### src/rtl/gray_ctrl_pkg.sv
// Shared definitions for the gray-counter step controller: FSM encoding and
// the reference 3-bit gray sequence the counter walks through.
package gray_ctrl_pkg;

    typedef enum logic [1:0] {
        S_IDLE  = 2'd0,
        S_CLEAR = 2'd1,
        S_RUN   = 2'd2,
        S_DONE  = 2'd3
    } state_t;

    localparam logic [2:0] GRAY_SEQ [0:7] = '{
        3'b000, 3'b001, 3'b011, 3'b010, 3'b110, 3'b111, 3'b101, 3'b100
    };

    function automatic logic [2:0] gray_at(input logic [2:0] idx);
        return GRAY_SEQ[idx];
    endfunction

endpackage

### src/rtl/rr_arb2.sv
// Two-way round-robin arbiter, purely combinational; on a tie the requester
// that did not win last time is chosen. The pointer lives in the caller.
module rr_arb2 (
    input  logic [1:0] Req,
    input  logic       LastGnt,
    output logic [1:0] Win
);

    always_comb begin
        Win = 2'b00;
        case (Req)
            2'b01:   Win = 2'b01;
            2'b10:   Win = 2'b10;
            2'b11:   Win = LastGnt ? 2'b01 : 2'b10;
            default: Win = 2'b00;
        endcase
    end

endmodule

### src/rtl/gray_step_ctrl.sv
// Shares one gray counter between two requesters: optional clear, N enable
// pulses, then returns the final value. Done arrives 1+Clr+Len+1 cycles after grant.
module gray_step_ctrl
    import gray_ctrl_pkg::*;
#(
    parameter int LEN_W = 4
) (
    input  logic             Clk,
    input  logic             Reset,
    input  logic [1:0]       Req,
    input  logic [LEN_W-1:0] Len0,
    input  logic [LEN_W-1:0] Len1,
    input  logic [1:0]       Clr,
    input  logic [2:0]       CntOutput,
    input  logic             CntOverflow,
    output logic             CntReset,
    output logic             CntEn,
    output logic [1:0]       Gnt,
    output logic [1:0]       Done,
    output logic [2:0]       Result,
    output logic             ResOvf,
    output logic             Busy
);

    state_t           state;
    state_t           next_state;
    logic             last_gnt;
    logic [LEN_W-1:0] step_cnt;
    logic [1:0]       win;
    logic             win_clr;
    logic [LEN_W-1:0] win_len;

    rr_arb2 u_arb (
        .Req     (Req),
        .LastGnt (last_gnt),
        .Win     (win)
    );

    always_comb begin
        win_clr    = win[1] ? Clr[1] : Clr[0];
        win_len    = win[1] ? Len1   : Len0;
        next_state = state;
        case (state)
            S_IDLE: begin
                if (|Req) begin
                    if (win_clr)
                        next_state = S_CLEAR;
                    else if (win_len != '0)
                        next_state = S_RUN;
                    else
                        next_state = S_DONE;
                end
            end
            S_CLEAR: next_state = (step_cnt != '0) ? S_RUN : S_DONE;
            // step_cnt==1 marks the last enabled cycle; the counter settles in DONE
            S_RUN:   if (step_cnt == LEN_W'(1)) next_state = S_DONE;
            S_DONE:  next_state = S_IDLE;
            default: next_state = S_IDLE;
        endcase
    end

    always_ff @(posedge Clk or negedge Reset) begin
        if (!Reset) begin
            state    <= S_IDLE;
            last_gnt <= 1'b1;
            step_cnt <= '0;
            Gnt      <= 2'b00;
            Done     <= 2'b00;
            Result   <= 3'b000;
            ResOvf   <= 1'b0;
            CntReset <= 1'b0;
            CntEn    <= 1'b0;
        end else begin
            state    <= next_state;
            CntReset <= (next_state == S_CLEAR);
            CntEn    <= (next_state == S_RUN);
            Done     <= 2'b00;
            case (state)
                S_IDLE: begin
                    if (|Req) begin
                        Gnt      <= win;
                        last_gnt <= win[1];
                        step_cnt <= win_len;
                    end
                end
                S_RUN: step_cnt <= step_cnt - LEN_W'(1);
                S_DONE: begin
                    Result <= CntOutput;
                    ResOvf <= CntOverflow;
                    Done   <= Gnt;
                    Gnt    <= 2'b00;
                end
                default: ;
            endcase
        end
    end

    assign Busy = (state != S_IDLE);

endmodule

### config.mk
export PLATFORM = sky130hd
export DESIGN_NAME = gray_step_ctrl
export DESIGN_NICKNAME = d
export VERILOG_FILES = /design/src/rtl/gray_ctrl_pkg.sv /design/src/rtl/rr_arb2.sv /design/src/rtl/gray_step_ctrl.sv
export SDC_FILE = /design/constraint.sdc
export NUM_CORES = 1
export LEC_CHECK = 0
export ABC_CLOCK_PERIOD_IN_PS = 3570
export BUFFER_PORTS_ARGS = -buffer_cell sky130_fd_sc_hd__buf_2
export CORE_MARGIN = 2
export CORE_UTILIZATION = 54
export DETAILED_ROUTE_END_ITERATION = 10
export PLACE_DENSITY = 0.83
export SYNTH_ARGS = -nofsm -noshare
export SYNTH_HDL_FRONTEND = slang
export SYNTH_SLANG_ARGS = --single-unit
### constraint.sdc
create_clock -name Clk -period 3.57 [get_ports Clk]
set_input_delay 0.714 -clock Clk [delete_from_list [all_inputs] [get_ports Clk]]
set_output_delay 0.714 -clock Clk [all_outputs]
set_load 0.02 [all_outputs]
==> results.txt, run 1 <==
The floorplan step defined a core boundary enclosing approximately 1700 um2. STA classifies the critical path startpoint as a flop. The number of top-level design ports is 29.

The count of buffers added on input and output ports is 28. The type of the worst min-delay path is in2async. Dividing the detail-routed wire length by the instance count gives ~14 um. Among cell families on the critical path, the largest total delay comes from flip-flops. The total number of nets in the final design is between 100 and 150.

The count of buffers added by post-CTS timing repair for setup came out at 0. The library cell contributing the largest single delay on the critical path is sky130_fd_sc_hd__dfrtp_1. At the end of routability-driven placement, the weighted congestion stood at 0.853.

The required time reported for the critical path endpoint is about 2.9 ns. The share of the yosys chip area belonging to registers came out at 0.436. The worst supply voltage drop on vdd came out at between 0.4 and 0.5 mV. The tool flagged a number of max-cap violations equal to 0.

The total overflow left after global routing is 0. The pin count of the biggest net entering global routing is 18. The floorplan step set the die width to ~47 um.

Headroom to the max-slew limit came out at 0.709. After detailed routing, the number of vias per cell comes to 5.32. Setup repair after global routing left no endpoint under its margin. STA classifies the critical path endpoint as an output pin. The synthesized cell area came out at slightly below 1000 um2. After clock tree synthesis, the repair step resized 0 gates.

TritonCTS built the clock tree. Ranked by instance count, the synthesized netlist is headed by sky130_fd_sc_hd__dfrtp_1, sky130_fd_sc_hd__inv_1, sky130_fd_sc_hd__a21oi_1, sky130_fd_sc_hd__ha_1, sky130_fd_sc_hd__nor2_1. The total CTS buffers came out at 3. The setup TNS is 0 ns. For this design the static power due to leakage is 0.000574 uW. The number of endpoints with negative hold slack in the final report came to 0. The total nets after synthesis is 118.

The total inserted antenna cells came out at 0. The hold-fix buffer count after cts came out at 0. The detailed-router iteration count before antenna repair is 4. The worst clock skew is 0.00277 ns.

The final cycle utilization of the critical path came out at 0.641. The fmax is between 400 and 500 MHz. The initial DRC count came out at 23.

The number of sinks driven by the clock tree came out at 17. The worst hold slack came out at 0.322 ns. In this run the deepest clock path goes through 2 buffers. The count of synthesis-stage warnings from yosys came out at 0. The biggest area contributor in the post-synthesis netlist is sky130_fd_sc_hd__dfrtp_1. The delay of the slowest critical-path stage is 0.43 ns. The number of antenna violations at the first check in global routing is 0. For the pin with the worst max-slew slack, the measured transition is 0.437 ns. After synthesis, the share of flip-flops with an asynchronous set or reset is 1.00. The via count of the first global-routing pass came out at 689. The final layout contains routed wiring with a total length of 2.00 mm. The largest fanout on the critical path is 12.

The number of library cell types mapped by synthesis is 35. The cell area after layout came out at around 1200 um2. The number of fill cells in the layout came out at 128. The floorplan has 15 rows. The later-pin clock latency in the skew report is 0.30 ns.

The core utilization of the finished layout is 0.679. The cell count after synthesis came out at 93. In the final layout, the share of cells above drive strength 1 is 0.339.

The first-pass GRT wire length came out at 3.13 mm. The overall global routing resource usage came out at 0.216. The floorplan die area came out at between 2000 and 2500 um2. The final setup violation count is 0. In this run the vertical extent of the chip is 46.6 um. The most frequently used cell type in the post-synthesis netlist is sky130_fd_sc_hd__dfrtp_1. The average size of a mapped cell is 10.5 um2. The clock transition at the register clock pins on the worst setup and hold paths after CTS came out at 0.10 ns. The signal on the critical path passes through inv_1 > ha_1 > inv_1 > buf_2. In the routed design, unresolved DRC markers number 0.

For this configuration, the core starts out at a cell density of 0.574. In the post-synthesis netlist, the biggest area contributors are sky130_fd_sc_hd__dfrtp_1, sky130_fd_sc_hd__ha_1, sky130_fd_sc_hd__mux2_2, sky130_fd_sc_hd__mux2i_1, sky130_fd_sc_hd__inv_1. The arrival time reported for the critical path endpoint is 1.57 ns. The most numerous cell type found on the critical path is sky130_fd_sc_hd__inv_1. The start-to-end type of the worst setup path is reg2out.

For this run, the leading register cell type out of synthesis is sky130_fd_sc_hd__dfrtp_1. The total vias in the final route came out at 776. The share of synthesized area in the top cell type comes to 0.409.

The run finished with clean final reports. The half-perimeter wire length after detailed placement came out at 1.54 mm. CTS built an H-tree with a depth of 1.

The power density over cell area is 867 nW/um2. The area added between synthesis and finish came out at 18.4%. The worst path in the final design needs a cycle of 2.29 ns, including I/O delays and setup.

The number of synthesized flops with an enable pin came out at 0. The total count of max-transition violations in the final report was 0. The total buffers and inverters traversed by the critical path is 3. The area after detailed placement came out at 1130 um2. The CTS root buffer is sky130_fd_sc_hd__clkbuf_4. The register bit total from synthesis is 17. The number of nets with antenna violations after detailed routing is 0.
==> layout by cell type, fill, tap and decap left out, types with 3 or more instances in the layout <==
master / count
sky130_fd_sc_hd__buf_2: 28
sky130_fd_sc_hd__dfrtp_1: 16
sky130_fd_sc_hd__inv_1: 10
sky130_fd_sc_hd__a21oi_1: 7
sky130_fd_sc_hd__ha_1: 7
sky130_fd_sc_hd__nor2_1: 5
sky130_fd_sc_hd__mux2i_1: 4
sky130_fd_sc_hd__mux2_2: 4
sky130_fd_sc_hd__and2_1: 3
sky130_fd_sc_hd__clkbuf_4: 3
==> state kept, by name, summed over array words and instances (netlist names) <==
register,count
step_cnt,4
state,2
Gnt,2
ResOvf,1
CntReset,1
Result,3
CntEn,1
last_gnt,1
Done,2
==> worst register-to-register path: cells and delay by family (launching register included) <==
| family | cells | cell delay, ns |
|---|---|---|
| compound gates | 3 | 0.73 |
| fa+ha+maj | 1 | 0.44 |
| flops | 1 | 0.43 |
| simple gates | 1 | 0.17 |
| buf+inv | 1 | 0.11 |
==> area by class of cell <==
type / instances / area [um2] / area share
clock buffer: 4 / 26.3 / 0.0227
tap: 25 / 31.3 / 0.0270
timing repair buffer: 28 / 140 / 0.121
multi-input combinational: 62 / 498 / 0.429
sequential: 17 / 427 / 0.368
inverter: 10 / 37.5 / 0.0324
==> path summary, 6_finish.rpt <==
check / start / slack [ns] / depth (start not counted) / end
min in group Clk: ResOvf / 0.51 / 1 / ResOvf
setup reg to reg: state[0] / 1.65 / 6 / CntReset
hold reg to reg: ResOvf / 0.51 / 1 / ResOvf
setup / recovery: state[0] / 1.28 / 4 / Busy
max in group asynchronous: Reset / 2.93 / 1 / last_gnt
hold / removal: Reset / 0.32 / 1 / step_cnt[1]
==> where the power goes <==
| part | leakage [uW] | switching (uW) | internal (uW) |
|---|---|---|---|
| clock | 0.0000150 | 62.1 | 43.6 |
| combinational | 0.000352 | 319 | 229 |
| sequential | 0.000207 | 65.3 | 285 |
==> stage by stage <==
step / std cells / power [uW] / setup WS (ns)
final: 146 / 1010 / 1.28
after global routing: 146 / 1090 / 1.19
after global placement: 142 / 875 / 1.67
after detailed placement: 142 / 904 / 1.62
after CTS: 146 / 1010 / 1.28
after floorplan: 93 / 759 / 1.85
==> layer usage <==
metal,global-route usage,vias up,share of wire
met5,0,-,0
met4,0.137,0,0.028
met3,0.0471,5,0.054
met2,0.311,25,0.44
met1,0.289,359,0.47
li1,-,387,-
==> cells by family after synthesis <==
family	share of synthesized area
AOI/OAI and AO/OA	0.201
muxes	0.110
and+or+nand+nor	0.109
adders and majority gates	0.0894
DFF	0.436
buffers and inverters	0.0562
No activity file was read; power rests on OpenSTA's default activity.
==> inputs of run 2 (changes only) <==
Settings changed: ABC_AREA set to 1, ABC_CLOCK_PERIOD_IN_PS 3570 to 2200, CORE_UTILIZATION 54 to 49, PLACE_DENSITY 0.83 to 0.77.
Clock period 3.57 ns to 2.2 ns, I/O delays scaled along.
==> run 2 against run 1 <==
Compared with the run above:
- design area fell by 1.7%
- hold slack got worse by 0.28 ns
- power increased by 61%
- clock power increased by 60%
- worst setup slack worse by 1.0 ns
- critical path depth unchanged
- routed wire length is 6.3% lower
- synthesized area down 3.1%
- largest power group unchanged
- highest routed layer unchanged
==> results.txt, run 2 <==
The flow ran to the end, and the final reports show no timing, DRC or antenna violations. The core utilization of the finished layout was 0.639 (-0.0398). The area share of the largest cell type after synthesis is 0.422 (+0.0129). The number of library cell types mapped by synthesis came out at 26 (-26%).

The first-pass GRT wire length is 3.15 mm (+0.90%). The total power draw was 1620 uW (+61%). The area added between synthesis and finish came out at 20.0%. The type of the worst min-delay path is in2async. The half-perimeter wire length after detailed placement came to 1.49 mm (-3.2%). The cell area after layout was 1140 um2 (-1.7%). The fraction of final layout cells sized beyond drive strength 1 came to 0.374 (+0.0353).

The worst clock skew is 0.00786 ns (+0.00509 ns). The final critical delay including setup and external delays came out at around 1.9 ns. The largest fanout on the critical path came out at 6 (-6).

The start of the worst register-to-register path is state[0]. The final routed DRC violation total is 0 (unchanged). The worst supply voltage drop on vdd is 0.803 mV (+62%). By count the netlist is led by sky130_fd_sc_hd__nand2_1, sky130_fd_sc_hd__dfrtp_1, sky130_fd_sc_hd__nor2_1. The kind of launch point of the worst setup path is a flop. In this run the clock root is driven by a sky130_fd_sc_hd__clkbuf_4.

The reg-to-reg endpoint is step_cnt[0]. The max-cap violation count came to 0 (unchanged). The number of cells on the worst reg-to-reg path was 8 (+2).

The total CTS buffers came out at 3 (unchanged). The cell accounting for the most synthesized area is sky130_fd_sc_hd__dfrtp_1. The total nets after synthesis is 134 (+14%). The final setup violation count is 0 (unchanged).

The static power due to leakage is 0.000617 uW (+7.5%). The synthesized cell area came out at 950 um2 (-3.1%). The hold-fix buffer count after cts came out at 0 (unchanged).

The count of input and output buffers is 28 (unchanged). The clock transition at the register clock pins on the worst setup and hold paths after CTS came out at 0.10 ns (about the same). The register bit total from synthesis was 17 (unchanged). The number of endpoints with negative hold slack in the final report came out at 0 (unchanged). The routed length per placed instance came out at 11.4 um (-17%). The total overflow reported by the global router is 0 (unchanged). The worst reg-to-reg setup slack came out at 0.59 ns (-1.06 ns). The library cell used most frequently in the layout, excluding fill and tap cells, is sky130_fd_sc_hd__buf_2. In the finished design, the share of the clock period the worst path needs comes to 0.881.

sky130_fd_sc_hd__nand2_1 is the most common cell in the netlist. The routed wire length on met2 came out at 878 um (-0.90%). In the final layout, the registers with the most flip-flops are step_cnt (4), Result (3).

The total vias in the final route is 822 (+5.9%). The die height came out at 48.0 um (+3.1%). The via count of the first global-routing pass is 766 (+11%). The cell count after synthesis was 109 (+17%). By area the synthesized netlist is led by sky130_fd_sc_hd__dfrtp_1, sky130_fd_sc_hd__ha_1, sky130_fd_sc_hd__nand2_1, sky130_fd_sc_hd__mux2_2, sky130_fd_sc_hd__nand3_1. The final estimated routing congestion in global placement came to 0.830 (-2.7%). The top cell types in the final layout, fill and taps aside, are sky130_fd_sc_hd__buf_2, sky130_fd_sc_hd__nand2_1, sky130_fd_sc_hd__dfrtp_1. The count of buffers added by post-CTS timing repair for setup is 0 (unchanged). The setup TNS came to 0 ns (unchanged). The number of nets with antenna violations after detailed routing was 0 (unchanged). Setup repair after global routing left no endpoint under its margin. In this run the top signal layer used is met4.

The share of the yosys chip area belonging to registers was 0.449 (+0.0138). The floorplan die area came out at 2310 um2 (+6.2%). The required time reported for the critical path endpoint is 1.76 ns (-1.10 ns). The number of H-tree branching levels is 1 (unchanged). The deepest clock path buffer count was 2 (unchanged). The routed length on met3 is 104 um (-2.8%). The instance count after placement with tap cells included came out at 160 (+13%).

The width of the die came out at 48.0 um (+3.1%). The fmax is approximately 520 MHz. The average size of a mapped cell came out at 8.71 um2 (-17%).

The total inserted antenna cells is 0 (unchanged). The critical path is of the reg2out type. The later-pin clock latency in the skew report was 0.30 ns (about the same). The number of sinks driven by the clock tree is 17 (unchanged).

The arrival time reported for the critical path endpoint came out at 1.50 ns (-0.07 ns). The number of synthesized flops with an enable pin is 0 (unchanged). The share of flip-flops with an asynchronous set or reset after synthesis is 1.00 (unchanged).

The overall global routing resource usage came out at 0.202 (-0.0142). The relative max-transition margin was 0.744 (+0.0358). The post-layout instance count excluding filler cells is 164 (+12%).

The number of fill cells in the layout is 152 (+19%). The register with the most flip-flops is step_cnt. The worst setup path is captured at an output pin. The mean number of vias per cell is 5.01 (-5.7%). The count of synthesis-stage warnings from yosys is 0 (unchanged). The power density over cell area is 1420 nW/um2 (+64%). The total number of nets in the final design came to 165 (+12%). The number of antenna violations at the first check in global routing is 0 (unchanged).

The number of top-level design ports is 29 (unchanged). The most used flip-flop cell after synthesis is sky130_fd_sc_hd__dfrtp_1. The floorplan row count is 15 (unchanged). The pin count of the biggest net entering global routing is 18 (unchanged). The total count of max-transition violations in the final report is 0 (unchanged).

The starting utilization of the core area is 0.533 (-0.0410). The number of flip-flops under the largest register name was 4 (unchanged). The area after detailed placement came to 1110 um2 (-1.9%). The total routed wire length on the met1 layer is 855 um (-9.7%). The initial DRC count was 10 (-57%). The detailed-router iteration count before antenna repair was 4 (unchanged). The routed wire length came out at 1.87 mm (-6.3%). The total core area was 1780 um2 (+4.4%).

The post-cts sizing count came out at 0 (unchanged). The transition time at the pin with the least slew margin is 0.383 ns (-0.0537 ns). TritonCTS built the clock tree.
==> run 2: cell type report <==
type | count | area [um2] | share of cell area
Multi-Input combinational cell | 77 | 465 | 0.408
Sequential cell | 17 | 427 | 0.374
Timing Repair Buffer | 28 | 140 | 0.123
Inverter | 13 | 48.8 | 0.0428
Tap cell | 25 | 31.3 | 0.0274
Clock buffer | 3 | 22.5 | 0.0198
Clock inverter | 1 | 5.00 | 0.00439
==> run 2: worst max path at each step <==
stage,from,end,cells after the start
after floorplan,state[0],CntReset,8
final,state[0],Busy,4
after global placement,state[0],Busy,4
after detailed placement,state[0],Busy,4
after global routing,state[0],Busy,4
after CTS,state[0],Busy,4
==> run 2: per-layer routing <==
metal,vias to the layer above,global-route usage
met3,5,0.0453
met2,28,0.331
met5,-,0
li1,411,-
met4,0,0.0811
met1,378,0.256
==> run 2: report_power, final <==
group          switching [uW]  internal (uW)  leakage [uW]
logic                     557            336      0.000393
clock network             103           67.8     0.0000177
registers                89.7            466      0.000207
==> run 2: stage by stage <==
| stage | hold slack (ns) | setup WS, ns |
|---|---|---|
| floorplan | 0.144 | 0.802 |
| global placement | 0.380 | 0.640 |
| detailed placement | 0.381 | 0.611 |
| CTS | 0.0527 | 0.271 |
| global route | 0.0632 | 0.176 |
| finish | 0.0421 | 0.261 |
==> run 2: critical path: stages (launching register included) <==
cell and delay [ns]:
sky130_fd_sc_hd__dfrtp_1 0.42, sky130_fd_sc_hd__inv_1 0.13, sky130_fd_sc_hd__ha_1 0.36, sky130_fd_sc_hd__inv_2 0.11
sky130_fd_sc_hd__buf_2 0.18
==> run 2: logic make-up after synthesis <==
group,Yosys count,share of synthesized area
mux,4,0.0474
fa+ha+maj,7,0.0922
simple gates,47,0.221
flops,17,0.449
compound gates,18,0.120
xor+xnor,1,0.00922
buf+inv,15,0.0606
==> inputs of run 3 (changes only) <==
Settings changed: CORE_UTILIZATION 49 to 52, CTS_BUF_LIST set to sky130_fd_sc_hd__clkbuf_8, PLACE_DENSITY 0.77 to 0.81.
==> run 3 against run 2 <==
Compared with the run above:
- routed wire length grew 4.3%
- sequential share of layout area shrank 0.69 points
- via count grew 1.6%
- maximum frequency grew 3.6%
- design area grew 1.9%
- worst setup slack gained 0.068 ns
- combinational power grew 1%
- highest routed layer unchanged
- clock power grew 41%
- clock skew shrank 0.0067 ns
==> results.txt, run 3 (synthesized netlist as in run 2, its figures left out) <==
The flow ran to the end, and the final reports show no timing, DRC or antenna violations. The deepest clock path buffer count was 2 (unchanged). The worst clock skew came out at 0.00114 ns (-0.00672 ns). The width of the die came to 46.7 um (-2.7%). The number of H-tree branching levels came out at 1 (unchanged). Setup repair after global routing left no endpoint under its margin. The required time reported for the critical path endpoint is 1.76 ns (about the same). The max-cap violation count came out at 0 (unchanged).

The number of nets with antenna violations after detailed routing is 0 (unchanged). The largest fanout on the critical path came out at 6 (unchanged). The total inserted antenna cells came out at 0 (unchanged).

The first-pass GRT wire length was 3.25 mm (+3.0%). The kind of launch point of the worst setup path is a flop. The commonest non-fill, non-tap cell in the layout is sky130_fd_sc_hd__buf_2.

The pin count of the biggest net entering global routing came out at 18 (unchanged). The hold-fix buffer count after cts was 0 (unchanged). The area after detailed placement came out at 1110 um2 (unchanged). The total count of max-transition violations in the final report was 0 (unchanged). The initial DRC count came out at 23 (+13). The routed length per placed instance is 11.9 um (+4.3%).

The fmax came out at 535 MHz (+3.6%). The largest registers in the layout are step_cnt (4), Result (3). The total power draw is 1710 uW (+5.4%). The setup TNS came out at 0 ns (unchanged). The later-pin clock latency in the skew report came out at 0.25 ns (-0.05 ns). The starting utilization of the core area is 0.550 (+0.0174).

The via count of the first global-routing pass came out at 782 (+2.1%). The detailed-router iteration count before antenna repair is 4 (unchanged). The number of top-level design ports came to 29 (unchanged). The final cycle utilization of the critical path came out at 0.850 (-0.0310). The setup path with the least slack is of type reg2out. The floorplan die area came out at 2180 um2 (-5.3%). The count of buffers added by post-CTS timing repair for setup came out at 0 (unchanged).

The clock transition at the register clock pins on the worst setup and hold paths after CTS is 0.07 ns (-0.03 ns). The total routed wire length on the met1 layer is 827 um (-3.3%). The final setup violation count came out at 0 (unchanged). The number of sinks driven by the clock tree was 17 (unchanged).

The half-perimeter wire length after detailed placement was 1.50 mm (+0.27%). The number of fill cells in the layout is 148 (-2.6%). The transition time at the pin with the least slew margin is 0.367 ns (-0.0164 ns). The number of flip-flops under the largest register name came out at 4 (unchanged). The floorplan row count is 15 (unchanged).

The routed wire length came out at 1.95 mm (+4.3%). The top cell types in the final layout, fill and taps aside, are sky130_fd_sc_hd__buf_2, sky130_fd_sc_hd__nand2_1, sky130_fd_sc_hd__dfrtp_1. The worst supply voltage drop on vdd came to 0.863 mV (+7.6%).

Routed signal wires occupy layers up through met4. The worst hold slack is 0.0928 ns (+0.0507 ns). The static power due to leakage came out at 0.000621 uW (+0.65%). The count of input and output buffers came to 28 (unchanged). The total overflow reported by the global router is 0 (unchanged). The clock tree from TritonCTS is yes. The final estimated routing congestion in global placement is 0.871 (+5.0%). The total core area came out at 1730 um2 (-3.2%). The core utilization of the finished layout came to 0.672 (+0.0332). The number of antenna violations at the first check in global routing came out at 0 (unchanged). The worst hold path belongs to the class in2async.

The total vias in the final route is 835 (+1.6%). The area added between synthesis and finish is 22.3%. The number of endpoints with negative hold slack in the final report came out at 0 (unchanged). More flip-flops sit in one register than any other, and that register is step_cnt. The total number of nets in the final design came out at 165 (unchanged). The number of cells on the worst reg-to-reg path is 8 (unchanged). The mean number of vias per cell came out at 5.09 (+1.6%).

The final critical delay including setup and external delays was 1.87 ns (-0.0682 ns). The overall global routing resource usage came out at 0.210 (+0.00804). The total CTS buffers is 3 (unchanged). The relative max-transition margin was 0.755 (+0.0110). The kind of end point of the critical path is an output pin. The routed length on met3 is 129 um (+24%). The fraction of final layout cells sized beyond drive strength 1 is 0.374 (unchanged). The power density over cell area came out at 1470 nW/um2 (+3.4%). The routed wire length on met2 was 966 um (+10%). The die height came out at 46.7 um (-2.7%). The arrival time reported for the critical path endpoint is 1.43 ns (-0.07 ns). The CTS root buffer is sky130_fd_sc_hd__clkbuf_8. The final routed DRC violation total is 0 (unchanged). The cell area after layout is 1160 um2 (+1.9%). The post-cts sizing count is 0 (unchanged).
## run 3: changes by cell type in the layout (fill, tap and decap cells not counted), sizes merged
cell / change
clkinv: -1
clkinvlp: +1
## run 3: layer usage
metal  vias up  global-route usage
met3         5              0.0346
met5         -                   0
met2        34               0.333
li1        410                   -
met1       386               0.280
met4         0               0.100
## run 3: final timing paths
kind,start,end,slack [ns]
min,Reset,Result[1],0.09
min in group Clk,CntOutput[0],Result[0],0.42
max reg2reg,state[0],step_cnt[0],0.62
min reg2reg,last_gnt,last_gnt,0.48
max,state[0],Busy,0.33
max in group asynchronous,Reset,last_gnt,1.80
## run 3: critical path: stages (launching register included)
cell and delay [ns]:
sky130_fd_sc_hd__dfrtp_1 0.41, sky130_fd_sc_hd__inv_1 0.13, sky130_fd_sc_hd__ha_1 0.36, sky130_fd_sc_hd__inv_2 0.11, sky130_fd_sc_hd__buf_2 0.18
## run 3: through the flow
step | cells | setup slack (ns)
3_3_place_gp | 160 | 0.640
6_report | 164 | 0.330
4_1_cts | 164 | 0.329
2_1_floorplan | 109 | 0.802
3_5_place_dp | 160 | 0.615
5_1_grt | 164 | 0.262
## run 3: power breakdown
group / internal [uW] / total, uW / switching [uW] / leakage [uW]
combinational: 337 / 904 / 567 / 0.000393
clock: 127 / 239 / 112 / 0.0000217
sequential: 467 / 563 / 95.6 / 0.000207
total: 932 / 1710 / 774 / 0.000621
## run 3: final cells by class
class                           instances  area, um2  share of cell area
Clock inverter                          1       7.51             0.00647
Clock buffer                            3       41.3              0.0356
Timing Repair Buffer                   28        140               0.121
Multi-Input combinational cell         77        465               0.401
Sequential cell                        17        427               0.367
Tap cell                               25       31.3              0.0269
Inverter                               13       48.8              0.0420
